File: config.mk
export PLATFORM = sky130hd
export DESIGN_NAME = dma_engine
export DESIGN_NICKNAME = d
export VERILOG_FILES = /design/src/rtl/dma_engine.sv
export SDC_FILE = /design/constraint.sdc
export NUM_CORES = 1
export LEC_CHECK = 0
export ABC_AREA = 1
export BUFFER_PORTS_ARGS = -buffer_cell sky130_fd_sc_hd__clkbuf_2
export CORE_ASPECT_RATIO = 0.8
export CORE_MARGIN = 2
export CORE_UTILIZATION = 30
export DETAILED_ROUTE_END_ITERATION = 10
export PLACE_DENSITY = 0.49
export SETUP_SLACK_MARGIN = 0.05
export SLEW_MARGIN = 20
export SYNTH_ARGS = -nofsm -noshare
export SYNTH_HDL_FRONTEND = slang
export SYNTH_SLANG_ARGS = --single-unit
File: constraint.sdc
create_clock -name clk -period 6.2 [get_ports clk]
set_clock_uncertainty 0.15 [all_clocks]
set_input_delay 0.62 -clock clk [delete_from_list [all_inputs] [get_ports clk]]
set_output_delay 0.62 -clock clk [all_outputs]
set_load 0.03 [all_outputs]
File: src/rtl/dma_engine.sv
// Single-channel memory-to-memory DMA: CPU-programmed SRC/DST/LEN, word copy over a
// granted master port, two bus cycles (read then write) per word.
module dma_engine (
    input  logic        clk,
    input  logic        rst,
    input  logic [1:0]  A,
    input  logic        WE,
    input  logic [31:0] WD,
    output logic [31:0] dma_data_out,
    output logic        m_req,
    input  logic        m_gnt,
    output logic [31:0] m_addr,
    output logic        m_we,
    output logic [31:0] m_wd,
    input  logic [31:0] m_rd,
    output logic        irq
);

    localparam int unsigned AW = 32;
    localparam int unsigned LW = 16;

    localparam logic [1:0] REG_SRC  = 2'd0;
    localparam logic [1:0] REG_DST  = 2'd1;
    localparam logic [1:0] REG_LEN  = 2'd2;
    localparam logic [1:0] REG_CTRL = 2'd3;

    typedef enum logic [2:0] {
        S_IDLE,
        S_REQ,
        S_RD,
        S_WR,
        S_FIN
    } state_t;

    state_t          state;
    state_t          state_next;

    logic [AW-1:0]   src_q;
    logic [AW-1:0]   dst_q;
    logic [LW-1:0]   len_q;
    logic [AW-1:0]   src_p;
    logic [AW-1:0]   dst_p;
    logic [LW-1:0]   cnt;
    logic [31:0]     buffer;
    logic            done;
    logic            err;

    logic            busy;
    logic            ctrl_wr;
    logic            go;
    logic            clr;
    logic            misaligned;

    assign busy       = (state != S_IDLE);
    assign ctrl_wr    = WE && (A == REG_CTRL);
    assign go         = ctrl_wr && WD[0] && !busy;
    assign clr        = ctrl_wr && WD[1];
    assign misaligned = (src_q[1:0] != 2'b00) || (dst_q[1:0] != 2'b00);
    assign irq        = done;

    // CPU register read-back; SRC/DST show programmed values, never the working pointers
    always_comb begin
        dma_data_out = '0;
        case (A)
            REG_SRC:  dma_data_out = src_q;
            REG_DST:  dma_data_out = dst_q;
            REG_LEN:  dma_data_out = 32'(len_q);
            REG_CTRL: dma_data_out = {29'b0, err, done, busy};
            default:  dma_data_out = '0;
        endcase
    end

    always_ff @(posedge clk or posedge rst) begin
        if (rst) begin
            state <= S_IDLE;
        end else begin
            state <= state_next;
        end
    end

    // Next state and master-port drive; a grant drop stalls RD back to REQ and freezes WR
    always_comb begin
        state_next = state;
        m_req      = 1'b0;
        m_we       = 1'b0;
        m_addr     = '0;
        m_wd       = '0;
        case (state)
            S_IDLE: begin
                if (go && !misaligned) begin
                    state_next = (len_q == '0) ? S_FIN : S_REQ;
                end
            end
            S_REQ: begin
                m_req = 1'b1;
                if (m_gnt) begin
                    state_next = S_RD;
                end
            end
            S_RD: begin
                m_req      = 1'b1;
                m_addr     = src_p;
                state_next = m_gnt ? S_WR : S_REQ;
            end
            S_WR: begin
                m_req  = 1'b1;
                m_addr = dst_p;
                m_wd   = buffer;
                m_we   = m_gnt;
                if (m_gnt) begin
                    state_next = (cnt == LW'(1)) ? S_FIN : S_RD;
                end
            end
            S_FIN: begin
                state_next = S_IDLE;
            end
            default: state_next = S_IDLE;
        endcase
    end

    // Registers and datapath; FIN's done-set is last so it wins over a same-cycle clr
    always_ff @(posedge clk or posedge rst) begin
        if (rst) begin
            src_q  <= '0;
            dst_q  <= '0;
            len_q  <= '0;
            src_p  <= '0;
            dst_p  <= '0;
            cnt    <= '0;
            buffer <= '0;
            done   <= 1'b0;
            err    <= 1'b0;
        end else begin
            if (WE && !busy) begin
                case (A)
                    REG_SRC: src_q <= WD;
                    REG_DST: dst_q <= WD;
                    REG_LEN: len_q <= WD[LW-1:0];
                    default: ;
                endcase
            end
            if (clr) begin
                done <= 1'b0;
                err  <= 1'b0;
            end
            case (state)
                S_IDLE: begin
                    if (go) begin
                        if (misaligned) begin
                            err  <= 1'b1;
                            done <= 1'b1;
                        end else if (len_q != '0) begin
                            src_p <= src_q;
                            dst_p <= dst_q;
                            cnt   <= len_q;
                            done  <= 1'b0;
                            err   <= 1'b0;
                        end
                    end
                end
                S_RD: begin
                    if (m_gnt) begin
                        buffer <= m_rd;
                        src_p  <= src_p + AW'(4);
                    end
                end
                S_WR: begin
                    if (m_gnt) begin
                        dst_p <= dst_p + AW'(4);
                        cnt   <= cnt - LW'(1);
                    end
                end
                S_FIN: begin
                    done <= 1'b1;
                end
                default: ;
            endcase
        end
    end

endmodule

==> results of run 1 <==
report_power, final:
group          switching [mW]  leakage [nW]  internal [mW]  total, mW
sequential              0.551          2.35           1.90       2.45
clock                   0.557         0.284          0.626       1.18
combinational            2.39          3.92          0.953       3.35
flip-flops by register name, summed over array words and instances, names as in the netlist:
name    cells
buffer     32
dst_p      32
dst_q      32
src_p      32
src_q      32
cnt        16
len_q      16
state       3
err         1
irq         1
cell type report:
| class | instances | area share |
|---|---|---|
| clock inverter | 11 | 0.0109 |
| inverter | 240 | 0.0692 |
| multi-input combinational | 1104 | 0.393 |
| sequential | 197 | 0.376 |
| tap | 487 | 0.0465 |
| clock buffer | 21 | 0.0351 |
| timing repair buffer | 178 | 0.0698 |
kinds of logic after synthesis:
kind of cell             after synthesis  synth area share
buffers and inverters                313             0.111
flip-flops                           197             0.436
multiplexers                          10           0.00996
AO/OA/AOI/OAI                        294             0.143
AND/OR/NAND/NOR                      790             0.291
XOR/XNOR                               6           0.00465
adder cells (fa/ha/maj)                4           0.00443
cells in the final DEF (no fill, tap or decap), types with 14 or more instances in the layout:
cell and n:
clkbuf_2 168, o22ai_1 38, inv_1 232, nand3_1 105
nor2_1 207, o221ai_1 14, dfrtp_1 197, a21oi_1 39
clkbuf_16 17, o21ai_0 175, nand2_1 411, nand4_1 37
final timing paths:
kind	slack, ps	depth (start not counted)	to
setup reg to reg	3290	9	dst_p[25]$_DFFE_PP0P_
setup / recovery	2330	7	m_addr[9]
hold reg to reg	330	2	dst_p[1]$_DFFE_PP0P_
max in group asynchronous	4530	3	dst_q[12]$_DFFE_PP0P_
hold / removal	120	2	src_p[27]$_DFFE_PP0P_
min in group clk	240	3	src_q[27]$_DFFE_PP0P_
through the flow:
step                hold WS (ps)   util  std cells  worst slack, ps
finish                       122  0.353       2238             2330
CTS                          145  0.353       2238             2310
global placement             305  0.337       2206             2840
global route                 170  0.353       2238             2060
detailed placement           304  0.337       2206             2820
floorplan                    287      -       1614             61.0
per-layer routing:
metal  vias up  track usage  share of wire
met5         -            0              0
li1       5430            -              -
met4         0       0.0565          0.016
met3        34       0.0313          0.060
met1      5274        0.320           0.52
met2       318        0.277           0.41
==> impl_metrics.json, run 1 <==
{
  "status": "finished clean",
  "cap_violations": 0,
  "vias": 11100,
  "ios": 169,
  "drt_drc_violations_left": 0,
  "finalPower_mw": 6.97,
  "yosys-top-cells-area": "dfrtp_1, nand2_1, inv_1, o21ai_0, nor2_1",
  "fin_nets": 1812,
  "seq_area_um2": 4930,
  "worstMarginPinSlew_ps": 1060,
  "max_freq_ghz": 0.258,
  "cts_tree": "done",
  "ys_seq_area_frac": 0.436,
  "dr.pass1.iters": 6,
  "arrival_ps": 3100,
  "synth_top_area_frac": 0.436,
  "grt_first_pass_wirelength_um": 61000,
  "max_stage_delay_ps": 520,
  "synth_cells": 1614,
  "cts_buffer_depth": 2,
  "hpwl_um": 28800,
  "die_h_um": 178,
  "ys.flop_type": "dfrtp_1",
  "min_period_ps": 3870,
  "wl_per_cell_um": 17.5,
  "antenna_found_initial": 1,
  "cp.required_ps": 5430,
  "die_area_um2": 39300,
  "wirelength_um": 39100,
  "port_buffers": 168,
  "overflow": 0,
  "critPathLaunch": "state[2]$_DFFE_PP0P_",
  "synth.distinct_cells": 40,
  "ir_drop_v": 0.000202,
  "synth.cell_area_um2": 11300,
  "cts_resized": 0,
  "synth_common_cells": "nand2_1, inv_1, nor2_1, dfrtp_1, o21ai_0",
  "grt_usage": 0.202,
  "drt-initial-drc-count": 848,
  "tns_ps": 0,
  "yosysTopAreaCell": "dfrtp_1",
  "grt_pass1_vias": 10300,
  "coreArea_um2": 37100,
  "antenna_cells": 0,
  "hold_viol": 0,
  "cp_top_family": "buffers and inverters",
  "cts.clk_slew.worst_paths_ps": 80,
  "ys.warnings.count": 0,
  "relSlewSlack": 0.294,
  "p_leak_nw": 6.55,
  "avgSynthCellArea_um2": 7.00,
  "numCtsBuffers": 17,
  "drv_slew": 0,
  "ant_nets": 0,
  "clk_latency_ps": 460,
  "cts-hold-fix-buffers": 0,
  "crit_slowest_cell": "nand3_4",
  "place_area_um2": 12500,
  "end_kind": "output port",
  "path_buf_inv": 4,
  "drive_gt1_frac": 0.140,
  "nFillCells": 4065,
  "synth-seq-cells": 197,
  "synth-edff-count": 0,
  "cts_root_buffer": "clkbuf_16",
  "final-setup-viol-count": 0,
  "power_density_nw_per_um2": 532,
  "initial_utilization": 0.304,
  "routabilityCongestion": 0.841,
  "multi_input_area_um2": 5150,
  "row_count": 63,
  "grt_max_degree": 85,
  "htree_levels": 4,
  "die-width_um": 221,
  "r2r-start": "state[2]$_DFFE_PP0P_",
  "synth_fp_nets": 1688,
  "synthArstFlopShare": 1.00,
  "synth.most_common_cell": "nand2_1",
  "worstSetupPathType": "reg2out",
  "syn2layout_area_growth_pct": 16.0,
  "critical_path.max_fanout": 52,
  "clock_sinks": 197,
  "final_cell_area_um2": 13100,
  "routed_via_density": 4.94,
  "min_period_over_period": 0.625,
  "rsz0062_at_grt": "no",
  "post_cts_buffers": 0,
  "crit_path_cell_trace": "inv_1 > nand3_4 > clkinv_1 > buf_4 > nand2_1 > o21ai_0 > clkbuf_2",
  "cp-start-kind": "flop",
  "hold_path.class": "in2async"
}
Power figures use the tool's default switching activity.
==> inputs of run 2 (changes only) <==
Settings changed: PLACE_DENSITY 0.49 to 0.47.
Clock period 6.2 ns to 3.6 ns, I/O delays scaled along.
==> impl_metrics.json, run 2 (same netlist as run 1, synthesis figures left out) <==
{
  "hold_path.class": "in2reg",
  "p_sw_mw": 6.06,
  "hpwl_um": 29500,
  "min_period_over_period": 0.873,
  "drv_slew": 0,
  "cap_violations": 0,
  "reg2reg_to": "dst_p[29]$_DFFE_PP0P_",
  "final-setup-viol-count": 0,
  "r2r-start": "state[2]$_DFFE_PP0P_",
  "internal_power_mw": 6.04,
  "final_cell_area_um2": 13800,
  "tns_ps": 0,
  "post_cts_buffers": 0,
  "syn2layout_area_growth_pct": 22.0,
  "grt_usage": 0.206,
  "cts_tree": "done",
  "place_area_um2": 12700,
  "drt_drc_violations_left": 0,
  "rsz0062_at_grt": "no",
  "die-width_um": 221,
  "die_area_um2": 39300,
  "share_seq_of_total_power": 0.347,
  "nFillCells": 3983,
  "drt-initial-drc-count": 981,
  "arrival_ps": 2630,
  "final_common_cell": "nand2_1",
  "antenna_found_initial": 0,
  "combPwrFrac": 0.489,
  "grt_first_pass_wirelength_um": 61900,
  "critical_path.max_fanout": 20,
  "fin_nets": 1878,
  "row_count": 63,
  "vias": 11200,
  "cts_buffer_depth": 2,
  "r2r_slack_ps": 890,
  "end_kind": "output port",
  "relSlewSlack": 0.364,
  "routabilityCongestion": 0.837,
  "wl_per_cell_um": 17.4,
  "grt_pass1_vias": 10500,
  "ir_drop_v": 0.000368,
  "min_period_ps": 3140,
  "cts_root_buffer": "clkbuf_16",
  "worstMarginPinSlew_ps": 952,
  "power_density_nw_per_um2": 877,
  "switching_share": 0.501,
  "ant_nets": 0,
  "clock_sinks": 197,
  "routed_via_density": 4.85,
  "dr.pass1.iters": 6,
  "ios": 169,
  "cts.clk_slew.worst_paths_ps": 70,
  "grt_max_degree": 106,
  "coreArea_um2": 37100,
  "wirelength_um": 40000,
  "clk_latency_ps": 460,
  "drive_gt1_frac": 0.142,
  "cp.required_ps": 3090,
  "critPathLaunch": "state[2]$_DFFE_PP0P_",
  "cp-start-kind": "flop",
  "status": "finished clean",
  "reg2reg_depth": 10,
  "hold_viol": 0,
  "port_buffers": 168,
  "initial_utilization": 0.304,
  "overflow": 0,
  "final_cell_mix": "nand2_1, inv_1, nor2_1",
  "numCtsBuffers": 17,
  "htree_levels": 4,
  "endpoint": "m_addr[21]",
  "max_freq_ghz": 0.318,
  "die_h_um": 178,
  "worstSetupPathType": "reg2out",
  "p_leak_nw": 6.84,
  "p_clk_frac": 0.164,
  "antenna_cells": 0
}
## run 2: area by class of cell
| type | instances | area [µm²] | area share |
|---|---|---|---|
| Multi-Input combinational cell | 1104 | 5140 | 0.373 |
| Inverter | 240 | 908 | 0.0659 |
| Clock inverter | 13 | 151 | 0.0110 |
| Sequential cell | 197 | 4930 | 0.358 |
| Tap cell | 487 | 609 | 0.0442 |
| Clock buffer | 19 | 433 | 0.0314 |
| Timing Repair Buffer | 244 | 1620 | 0.117 |
## run 2: timing repair
action | in CTS | in global routing
hold buffers | 53 | 0
endpoints found under the hold margin | 101 | 0
endpoints found under the setup margin | 0 | 2
gates resized for setup | 0 | 1
## run 2: power groups by stage
stage / Combinational (mW) / Clock [mW] / Sequential (mW)
6_report: 5.91 / 1.99 / 4.20
5_1_grt: 6.65 / 2.12 / 4.34
4_1_cts: 5.93 / 2.03 / 4.18
3_5_place_dp: 5.86 / 0 / 4.21
3_3_place_gp: 5.81 / 0 / 4.22
2_1_floorplan: 4.24 / 0 / 3.84
## run 2: critical path, cell delays in order (launching register included)
cell and delay, ps:
dfrtp_1 500, inv_1 160, nand3_4 240, clkinvlp_4 470, buf_4 320, nand2_1 70, o21ai_0 150, clkbuf_2 250
## run 2: worst min-delay path by stage
stage	end	start	slack, ps	depth (start not counted)
after floorplan	src_p[0]$_DFFE_PP0P_	src_p[0]$_DFFE_PP0P_	290	2
after global placement	dst_p[0]$_DFFE_PP0P_	dst_p[0]$_DFFE_PP0P_	310	2
after detailed placement	dst_p[0]$_DFFE_PP0P_	dst_p[0]$_DFFE_PP0P_	310	2
after CTS	src_q[24]$_DFFE_PP0P_	WD[24]	0.7	3
after global routing	dst_q[16]$_DFFE_PP0P_	WD[16]	20	3
final	dst_q[0]$_DFFE_PP0P_	WD[0]	20	3
## run 2: metal layers
| metal | up-vias | GRT usage | wire length [µm] |
|---|---|---|---|
| met2 | 269 | 0.292 | 16500 |
| met5 | - | 0 | 0 |
| li1 | 5539 | - | - |
| met3 | 24 | 0.0406 | 2390 |
| met4 | 0 | 0.0355 | 297 |
| met1 | 5351 | 0.320 | 20800 |
## run 2: through the flow
step	setup slack [ps]	std cells	utilization	power, mW	hold slack, ps
6_report	456	2304	0.371	12.1	19.3
5_1_grt	309	2304	0.371	13.1	15.8
4_1_cts	169	2304	0.371	12.1	0.667
3_5_place_dp	672	2219	0.341	10.1	306
3_3_place_gp	693	2219	0.341	10.0	305
2_1_floorplan	544	1614	-	8.08	287
